## config.mk

```make
export PLATFORM = sky130hd
export DESIGN_NAME = pipeline_rr_issuer
export DESIGN_NICKNAME = d
export VERILOG_FILES = /design/src/rtl/pipeline_rr_issuer.sv
export SDC_FILE = /design/constraint.sdc
export NUM_CORES = 1
export LEC_CHECK = 0
export CAP_MARGIN = 30
export CORE_ASPECT_RATIO = 1.5
export CORE_MARGIN = 2
export CORE_UTILIZATION = 50
export DETAILED_ROUTE_END_ITERATION = 6
export DONT_BUFFER_PORTS = 1
export SLEW_MARGIN = 20
export SYNTH_ARGS = -nofsm -noshare
export SYNTH_HDL_FRONTEND = slang
export SYNTH_SLANG_ARGS = --single-unit
```

## constraint.sdc

```tcl
create_clock -name _i_clk -period 2.15 [get_ports _i_clk]
set_input_delay 0.3225 -clock _i_clk [delete_from_list [all_inputs] [get_ports _i_clk]]
set_output_delay 0.3225 -clock _i_clk [all_outputs]
set_load 0.02 [all_outputs]
```

## src/rtl/pipeline_rr_issuer.sv

```systemverilog
`default_nettype none
// ============================================================================
// Module   : pipeline_rr_issuer
// Purpose  : Round-robin issue controller sharing one fixed-latency,
//            non-stallable pipeline among NUM_REQ requesters. Grants at most
//            one requester per cycle and drives the pipeline input. A tag
//            shift register as deep as the pipeline carries each item's
//            requester ID, so every result returns tagged with its owner.
// Ports    : _i_clk, _i_rst_n    clock, asynchronous active-low reset
//            _i_enable           issue enable (low = no grants)
//            _i_req_valid/_data  per-requester request and payload
//            __req_ready         one-hot grant
//            __pipe_in/_valid    pipeline input and issue strobe
//            _i_pipe_out         pipeline output (LATENCY cycles later)
//            __resp_valid/_id    result valid and owning requester
//            __resp_data         pipeline output, passed through
//            __issued_count      wrapping count of issued items
// Revision : 1.0 - initial release
// ============================================================================
module pipeline_rr_issuer #(
  parameter int NUM_REQ = 4,
  parameter int DATA_W  = 8,
  parameter int LATENCY = 3,
  parameter int ID_W    = $clog2(NUM_REQ)
) (
  input  logic                      _i_clk,
  input  logic                      _i_rst_n,
  input  logic                      _i_enable,
  input  logic [NUM_REQ-1:0]        _i_req_valid,
  input  logic [NUM_REQ*DATA_W-1:0] _i_req_data,
  output logic [NUM_REQ-1:0]        __req_ready,
  output logic [DATA_W-1:0]         __pipe_in,
  output logic                      __pipe_valid,
  input  logic [DATA_W-1:0]         _i_pipe_out,
  output logic                      __resp_valid,
  output logic [ID_W-1:0]           __resp_id,
  output logic [DATA_W-1:0]         __resp_data,
  output logic [15:0]               __issued_count
);

  // One extra bit so ptr + offset cannot overflow before the modulo fold.
  localparam logic [ID_W:0]   c_num_req_ext = (ID_W+1)'(NUM_REQ);
  localparam logic [ID_W-1:0] c_last_id     = ID_W'(NUM_REQ - 1);

  logic [ID_W-1:0]               r_ptr;
  logic [15:0]                   r_issued_count;
  logic [LATENCY-1:0]            r_tag_vld;
  logic [LATENCY-1:0][ID_W-1:0]  r_tag_id;

  logic                          w_found;
  logic [ID_W-1:0]               w_gid;
  logic [ID_W:0]                 w_idx;

  // Search ptr, ptr+1, ... (mod NUM_REQ); first valid requester wins.
  always_comb begin
    w_found = 1'b0;
    w_gid   = '0;
    w_idx   = '0;
    if (_i_enable) begin
      for (int k = 0; k < NUM_REQ; k++) begin
        w_idx = {1'b0, r_ptr} + (ID_W+1)'(k);
        if (w_idx >= c_num_req_ext) begin
          w_idx = w_idx - c_num_req_ext;
        end
        if (!w_found && _i_req_valid[w_idx[ID_W-1:0]]) begin
          w_found = 1'b1;
          w_gid   = w_idx[ID_W-1:0];
        end
      end
    end
  end

  always_comb begin
    __req_ready = '0;
    __pipe_in   = '0;
    if (w_found) begin
      __req_ready[w_gid] = 1'b1;
      __pipe_in          = _i_req_data[w_gid*DATA_W +: DATA_W];
    end
  end

  assign __pipe_valid = w_found;

  // Pointer moves just past the winner, so the winner becomes lowest priority.
  always_ff @(posedge _i_clk or negedge _i_rst_n) begin
    if (!_i_rst_n) begin
      r_ptr          <= '0;
      r_issued_count <= '0;
    end else if (w_found) begin
      r_ptr          <= (w_gid == c_last_id) ? '0 : w_gid + 1'b1;
      r_issued_count <= r_issued_count + 16'd1;
    end
  end

  // Tag pipeline: shifts every cycle, bubbles included, mirroring the
  // non-stallable datapath so tail lines up with _i_pipe_out.
  generate
    if (LATENCY == 1) begin : g_tag_single
      always_ff @(posedge _i_clk or negedge _i_rst_n) begin
        if (!_i_rst_n) begin
          r_tag_vld <= '0;
          r_tag_id  <= '0;
        end else begin
          r_tag_vld[0] <= w_found;
          r_tag_id[0]  <= w_gid;
        end
      end
    end else begin : g_tag_shift
      always_ff @(posedge _i_clk or negedge _i_rst_n) begin
        if (!_i_rst_n) begin
          r_tag_vld <= '0;
          r_tag_id  <= '0;
        end else begin
          r_tag_vld <= {r_tag_vld[LATENCY-2:0], w_found};
          r_tag_id  <= {r_tag_id[LATENCY-2:0], w_gid};
        end
      end
    end
  endgenerate

  assign __resp_valid   = r_tag_vld[LATENCY-1];
  assign __resp_id      = r_tag_id[LATENCY-1];
  assign __resp_data    = _i_pipe_out;
  assign __issued_count = r_issued_count;

endmodule
`default_nettype wire

```

==> results of run 1 <==
[path summary, 6_finish.rpt]
path | start | end | slack, ns | depth (start not counted)
hold reg to reg | r_tag_id[3]$_DFF_PN0_ | __resp_id[1]$_DFF_PN0_ | 0.35 | 0
min in group asynchronous | _i_rst_n | __resp_id[1]$_DFF_PN0_ | 0.48 | 2
setup / recovery | r_ptr[1]$_DFFE_PN0P_ | __pipe_in[4] | -0.15 | 6
hold / removal | r_tag_id[3]$_DFF_PN0_ | __resp_id[1]$_DFF_PN0_ | 0.35 | 0
max in group asynchronous | _i_rst_n | __issued_count[1]$_DFFE_PN0P_ | 1.53 | 2
setup reg to reg | r_ptr[1]$_DFFE_PN0P_ | r_ptr[1]$_DFFE_PN0P_ | 0.19 | 6
[state kept, by name, indices dropped and copies added (netlist names)]
| register | cells |
|---|---|
| r_ptr | 2 |
| __resp_id | 2 |
| __issued_count | 16 |
| r_tag_id | 4 |
| r_tag_vld | 3 |
[kinds of logic (layout without fill, tap and decap cells)]
| logic type | after synthesis | count (layout) | synth area share [%] |
|---|---|---|---|
| fa+ha+maj | 5 | 5 | 4.14 |
| mux | 11 | 11 | 7.44 |
| xor+xnor | 15 | 15 | 8.68 |
| compound gates | 25 | 25 | 11.5 |
| buf+inv | 18 | 25 | 7.77 |
| flops | 27 | 27 | 44.7 |
| simple gates | 39 | 39 | 15.8 |
[timing repair]
item                       CTS  global route
buffers inserted             1             1
hold buffers                 2             0
pin swaps                    4             3
gates resized for setup     35            13
hold endpoints to repair    27             0
gates cloned                 0             0
setup endpoints to repair   12            12
[per-layer routing]
| metal | vias to the layer above | wire, µm | part of all wire, % | track usage (%) |
|---|---|---|---|---|
| met4 | 0 | 59 | 1.7 | 8.57 |
| met3 | 5 | 316 | 9.3 | 3.96 |
| met5 | - | 0 | 0 | 0 |
| met2 | 74 | 1920 | 56 | 39.1 |
| li1 | 501 | - | - | - |
| met1 | 542 | 1110 | 33 | 19.3 |
[per-stage QoR]
step                cell area (µm²)  util [%]  power [mW]  setup TNS [ns]
CTS                            1780      61.6        1.82           -1.55
global placement               1570      54.4        1.38               0
floorplan                      1510         -        1.24               0
global route                   1840      63.8        1.97           -2.70
finish                         1840      63.8        1.86           -1.58
detailed placement             1570      54.4        1.40               0
[worst register-to-register path, cell delays in order, from the launching register on]
cell      delay (ns)
dfrtp_1         0.42
nand3b_1        0.19
a21o_1          0.19
a221o_2         0.49
inv_4           0.12
ha_4            0.20
mux2_2          0.26
[Yosys cell counts, types with 2 or more instances]
cell type | count | area share (%)
inv_1 | 2 | 0.50
and4_1 | 2 | 1.2
nor2b_1 | 3 | 1.2
mux2i_1 | 9 | 6.0
xor2_1 | 4 | 2.3
buf_2 | 3 | 0.99
and3_1 | 4 | 1.7
o22ai_1 | 16 | 6.6
nor2_1 | 3 | 0.74
ha_1 | 5 | 4.1
nand2_1 | 8 | 2.0
mux2_2 | 2 | 1.5
buf_4 | 10 | 5.0
nand3_1 | 2 | 0.66
xnor2_1 | 11 | 6.4
nor2_2 | 2 | 0.83
nand4_1 | 3 | 1.2
dfrtp_1 | 27 | 45
a21o_1 | 2 | 0.99
nand2b_1 | 3 | 1.2
and2_1 | 5 | 2.1
nand3b_1 | 2 | 0.99
[power by group]
part | leakage (nW) | total, mW | internal (mW) | switching, mW
logic | 0.440 | 0.776 | 0.403 | 0.373
clock network | 0.0255 | 0.280 | 0.130 | 0.150
registers | 0.349 | 0.803 | 0.607 | 0.196
total | 0.814 | 1.86 | 1.14 | 0.719
[placed cells by master (no fill, tap or decap), types with 2 or more instances in the layout]
cell type / instances
dfrtp_1: 27
xnor2_1: 11
o22ai_2: 10
buf_6: 8
buf_4: 8
nand2_1: 7
o22ai_1: 6
and2_4: 5
mux2i_1: 4
mux2i_2: 4
xor2_1: 4
nand2b_1: 3
nor2_1: 3
and3_1: 3
nand4_1: 3
clkbuf_8: 3
nand3b_1: 2
a21o_1: 2
inv_4: 2
nor2b_1: 2
and4_1: 2
mux2_2: 2
nor2_2: 2
nand3_1: 2
ha_4: 2
ha_2: 2
[cell type report]
cell class | instances | area share (%)
multi-input cells | 95 | 47.4
flip-flops and latches | 27 | 36.7
repair buffers | 18 | 9.80
well taps | 39 | 2.65
clock buffers | 3 | 2.24
inverters | 3 | 0.884
clock inverters | 1 | 0.272
==> results.ini, run 1 <==
[run_status]
status = complete, but fails checks
violations = negative setup slack

[detailed_routing]
drc = 0
finalWirelength_um = 3410
wl_per_cell_um = 18.3
route.vias.total = 1122
drt-pass1-iter-count = 4
drt-initial-drc-count = 30
detail-route-antenna-nets = 0
viasPerCell = 6.03

[worst_setup_path]
crit_buf_inv = 2
crit_path_max_incr_delay_ns = 0.49
worstPathRequired_ns = 1.83
path_cells = nand3b_1 -> a21o_1 -> a221o_2 -> buf_6 -> o22ai_2 -> buf_6
worstSetupEndpointType = primary output
cp_top_family = compound AO/OA/AOI/OAI gates
slowest_stage = a221o_2
critPathArrivalTime_ns = 1.98
crit_path_start_kind = flip-flop
path_max_fanout = 6
cpMostUsedCell = buf_6
path_class = reg2out

[global_route]
first_global_vias = 1148
grt_antenna_before_repair = 0
grt_max_degree = 28
overflow = 0
grtUsageTotal_pct = 19.8
grt_pass1_wl_um = 5300

[placed_design]
globalplace.congestion = 0.903
port-buffer-count = 0
pre_cts_ws_ns = 0.0564
dp_cells = 179
dpl.hpwl_um = 2470

[yosys]
synth_flop_cell = dfrtp_1
yosysSeqAreaShare_pct = 44.7
syn_area_per_cell_um2 = 10.8
ys_async_sr_fraction_pct = 100
synth_edf_count = 0
syn_inst = 140
syn_area_um2 = 1510
syn_nets = 192
synth.distinct_cells = 34
synth_seq_cells = 27
yosysWarnings = 0

[timing]
hold_viol_final = 0
slew_headroom_pct = 72.2
max_freq_ghz = 0.434
finalSetupViolCount = 12
fin_skew_ns = 0.00334
setup_ws_ns = -0.152
holdWs_ns = 0.355
tightest_slew_ns = 0.417
rsz0062_at_grt = yes
period_share_pct = 107
period_needed_ns = 2.30
slew_viol_final = 0

[clock_network]
htree_levels = 1
cts_tree = built
clock_sinks = 27
cts_max_path_buffers = 2
cts_buffers = 3
clk_pin_slew_ns = 0.08
clock-root-buffer = clkbuf_8
clock_latency_ns = 0.27

[worst_hold_path]
hold_path_class = reg2reg

[finish]
n_antenna_cell = 0
multi_input_area_um2 = 872
seqCellArea_um2 = 676
final_nets = 200
layout.cells.non_filler = 186
area_growth_pct = 21.6
fillers = 231
drive_above_1_share_pct = 38.8

[floorplan]
initial_core_util_pct = 52.5
die-area_um2 = 3490
core_area_um2 = 2880
die_y_um = 71.4
rows = 24
die_x_um = 48.9
ios = 87

[flow_run]
cap_viol_max_count = 0

[power]
p_per_area_nw_per_um2 = 1010
peakVddDrop_uv = 522
power.leakage_nw = 0.814

Note: power is estimated with default switching activity, not from simulation.
==> run 2, diff against run 1 <==
--- a/config.mk
+++ b/config.mk
@@ -5,7 +5,7 @@
 export SDC_FILE = /design/constraint.sdc
 export NUM_CORES = 1
 export LEC_CHECK = 0
-export CAP_MARGIN = 30
+export CAP_MARGIN = 0
 export CORE_ASPECT_RATIO = 1.5
 export CORE_MARGIN = 2
 export CORE_UTILIZATION = 50
==> results of run 2 <==
No change in the layout: final DEF, timing and power equal those of run 1.
==> run 3, diff against run 2 <==
--- a/config.mk
+++ b/config.mk
@@ -5,13 +5,13 @@
 export SDC_FILE = /design/constraint.sdc
 export NUM_CORES = 1
 export LEC_CHECK = 0
+export ABC_AREA = 1
 export CAP_MARGIN = 0
 export CORE_ASPECT_RATIO = 1.5
-export CORE_MARGIN = 2
 export CORE_UTILIZATION = 50
 export DETAILED_ROUTE_END_ITERATION = 6
 export DONT_BUFFER_PORTS = 1
-export SLEW_MARGIN = 20
+export SLEW_MARGIN = 25
 export SYNTH_ARGS = -nofsm -noshare
 export SYNTH_HDL_FRONTEND = slang
 export SYNTH_SLANG_ARGS = --single-unit
==> results.ini, run 3 <==
[run_status]
status = complete, but fails checks
violations = negative setup slack

[finish]
largest_reg_flops = 16  ; unchanged
final_nets = 358  ; +79%
drive_above_1_share_pct = 22.3  ; -16 points
multi_input_area_um2 = 1110  ; +27%
final_cell_mix = nand2_1, inv_1, nand3_1
area_growth_pct = 18.1
fin_util_pct = 61.1  ; -2.7 points
seqCellArea_um2 = 676  ; unchanged
fillers = 363  ; +57%
n_antenna_cell = 0  ; unchanged
final_cell_area_um2 = 2400  ; +30%
layout.cells.non_filler = 350  ; +88%
final_common_cell = nand2_1

[clock_network]
cts_buffers = 3  ; unchanged
clock-root-buffer = clkbuf_8
cts_max_path_buffers = 2  ; unchanged
clock_sinks = 27  ; unchanged
clk_pin_slew_ns = 0.10  ; +0.02 ns
htree_levels = 1  ; unchanged
clock_latency_ns = 0.28  ; about the same
cts_tree = built

[power]
peakVddDrop_uv = 981  ; +88%
p_total_mw = 3.66  ; +97%
power.leakage_nw = 1.26  ; +54%
p_per_area_nw_per_um2 = 1530  ; +51%

[worst_setup_path]
r2r-start = r_ptr[0]$_DFFE_PN0P_
worstPathRequired_ns = 1.83  ; about the same
critPathArrivalTime_ns = 2.15  ; +0.17 ns
worstSetupEndpointType = primary output
r2r-end = r_ptr[1]$_DFFE_PN0P_
reg2reg_depth = 14  ; +8
slowest_stage = dfrtp_1
r2r_slack_ns = 0.11  ; -0.08 ns
path_cells = buf_12 -> inv_8 -> nand2_1 -> nand3_2 -> nand2_2 -> nor2_4 -> nand2_1 -> nand2_2 -> nor2_1 -> nor2_4 -> buf_4 -> nand3_1 -> a21oi_2 -> buf_6
path_class = reg2out
path_max_fanout = 10  ; +4
crit_path_start_kind = flip-flop
crit_path_max_incr_delay_ns = 0.41  ; -0.08 ns

[placed_design]
globalplace.congestion = 0.854  ; -5.5%
placed_area_um2 = 2130  ; +36%
dp_cells = 336  ; +88%
port-buffer-count = 0  ; unchanged
dpl.hpwl_um = 3200  ; +29%

[detailed_routing]
detail-route-antenna-nets = 0  ; unchanged
drt-pass1-iter-count = 4  ; unchanged
viasPerCell = 5.23  ; -13%
drt-initial-drc-count = 31  ; +3.3%
wl_per_cell_um = 12.7  ; -31%
route.vias.total = 1831  ; +63%
finalWirelength_um = 4430  ; +30%
drc = 0  ; unchanged

[yosys]
ys_async_sr_fraction_pct = 100  ; unchanged
synth_fa_ha_area_share_pct = 3.08  ; -1.1 points
synth_top_family_by_area = simple AND/OR/NAND/NOR gates
synth_top_area_share_pct = 33.3  ; -11 points
synth_seq_cells = 27  ; unchanged
synth_simple_gate_area_share_pct = 35.8  ; +20 points
synthMuxAreaShare_pct = 0  ; -7.4 points
synth_edf_count = 0  ; unchanged
yosysMostFrequentCell = nand2_1
ys_top_cells_by_area = dfrtp_1, nand2_1, inv_1
syn_area_um2 = 2030  ; +34%
synth-xor-area-share_pct = 6.47  ; -2.2 points
yosysWarnings = 0  ; unchanged
yosys-top-cells-count = nand2_1, inv_1, nand3_1, dfrtp_1
yosysTopAreaCell = dfrtp_1
synth_compound_area_share_pct = 4.13  ; -7.4 points
synth_flop_cell = dfrtp_1
syn_area_per_cell_um2 = 7.03  ; -35%
yosysSeqAreaShare_pct = 33.3  ; -11 points
syn_nets = 341  ; +78%
syn_inst = 289  ; +110%
synth.distinct_cells = 26  ; -24%

[global_route]
grtUsageTotal_pct = 21.2  ; +1.4 points
grt_max_degree = 28  ; unchanged
first_global_vias = 1660  ; +45%
grt_antenna_before_repair = 0  ; unchanged
grt_pass1_wl_um = 6860  ; +29%
overflow = 0  ; unchanged

[floorplan]
core_area_um2 = 3920  ; +36%
ios = 87  ; unchanged
rows = 28  ; +17%
die_x_um = 54.0  ; +10%
die_y_um = 80.1  ; +12%
die-area_um2 = 4330  ; +24%
initial_core_util_pct = 51.8  ; -0.72 points

[flow_run]
cap_viol_max_count = 0  ; unchanged

[worst_hold_path]
min_path_cells = 0  ; unchanged
holdPathEnd = r_tag_vld[1]$_DFF_PN0_
hold_path_class = reg2reg
min-delay-start = r_tag_vld[0]$_DFF_PN0_

[timing]
period_share_pct = 115  ; +7.8 points
fin_skew_ns = 0.00499  ; +0.00165 ns
period_needed_ns = 2.47  ; +0.167 ns
tightest_slew_ns = 0.369  ; -0.0483 ns
setup_ws_ns = -0.319  ; -0.167 ns
slew_headroom_pct = 75.2  ; +3.0 points
finalSetupViolCount = 12  ; unchanged
rsz0062_at_grt = yes
slew_viol_final = 0  ; unchanged
max_freq_ghz = 0.405  ; -6.8%
hold_viol_final = 0  ; unchanged

## run 3: cell types whose count changed after synthesis, moves of 6 or more
cell      previous run  this run
o22ai_1             16         0
nor3_1               0         7
nor2_1               3        10
nand3_1              2        33
mux2i_1              9         0
o21ai_0              0         6
nand3b_1             2         8
nand2_1              8        78
inv_1                2        51
a21oi_1              1         9
## run 3: logic make-up (layout without fill, tap and decap cells)
family / after synthesis / count (layout)
and+or+nand+nor: 154 / 154
DFF: 27 / 27
AOI/OAI and AO/OA: 16 / 17
xor gates and xnor gates: 15 / 15
adders and majority gates: 5 / 5
buffers and inverters: 72 / 87
## run 3: worst max-delay path by stage
| stage | startpoint | endpoint | slack [ns] | cells after the start |
|---|---|---|---|---|
| 6_report | r_ptr[0]$_DFFE_PN0P_ | __pipe_in[7] | -0.32 | 14 |
| 3_3_place_gp | r_ptr[0]$_DFFE_PN0P_ | __req_ready[2] | -0.21 | 13 |
| 3_5_place_dp | r_ptr[0]$_DFFE_PN0P_ | __req_ready[2] | -0.23 | 13 |
| 4_1_cts | r_ptr[0]$_DFFE_PN0P_ | __pipe_in[7] | -0.37 | 12 |
| 2_1_floorplan | r_ptr[0]$_DFFE_PN0P_ | __pipe_in[6] | 0.01 | 13 |
| 5_1_grt | r_ptr[0]$_DFFE_PN0P_ | __pipe_in[6] | -0.46 | 14 |
## run 3: stage by stage
step	setup WS, ns	hold slack [ns]	TNS, ns
after floorplan	0.0122	0.0269	0
after global placement	-0.207	0.0274	-1.64
after detailed placement	-0.227	0.0275	-1.89
after CTS	-0.372	0.358	-4.31
after global routing	-0.461	0.371	-5.41
final	-0.319	0.357	-3.65
## run 3: layer usage
metal	wire length [µm]	up-vias	GRT usage, %
met5	0	-	0
met4	82	0	8.97
met3	204	8	2.65
met2	2430	59	39.9
met1	1710	850	22.1
li1	-	914	-
## run 3: cell type report
class,instances,share of cell area (%)
tap,45,2.35
inverter,55,9.13
clock inverter,1,0.365
timing repair buffer,28,11.9
sequential,27,28.2
multi-input combinational,191,46.3
clock buffer,3,1.72
## run 3: power by group
group          internal [mW]  switching [mW]  total [mW]
clock                  0.136           0.170       0.306
combinational          0.959            1.41        2.37
sequential             0.679           0.308       0.988
## run 3: critical path: cells and delay by family (launching register included)
kind | cells | cell delay, ns
AND/OR/NAND/NOR | 9 | 0.81
buffers and inverters | 4 | 0.49
flip-flops | 1 | 0.41
AO/OA/AOI/OAI | 1 | 0.15
## run 3: repair_timing
| action | in CTS | in global routing |
|---|---|---|
| hold buffers | 2 | 0 |
| endpoints found under the setup margin | 13 | 15 |
| gates resized for setup | 11 | 17 |
| pin swaps | 3 | 8 |
| setup buffers | 5 | 2 |
| hold endpoints to repair | 27 | 0 |
| gates cloned | 1 | 0 |
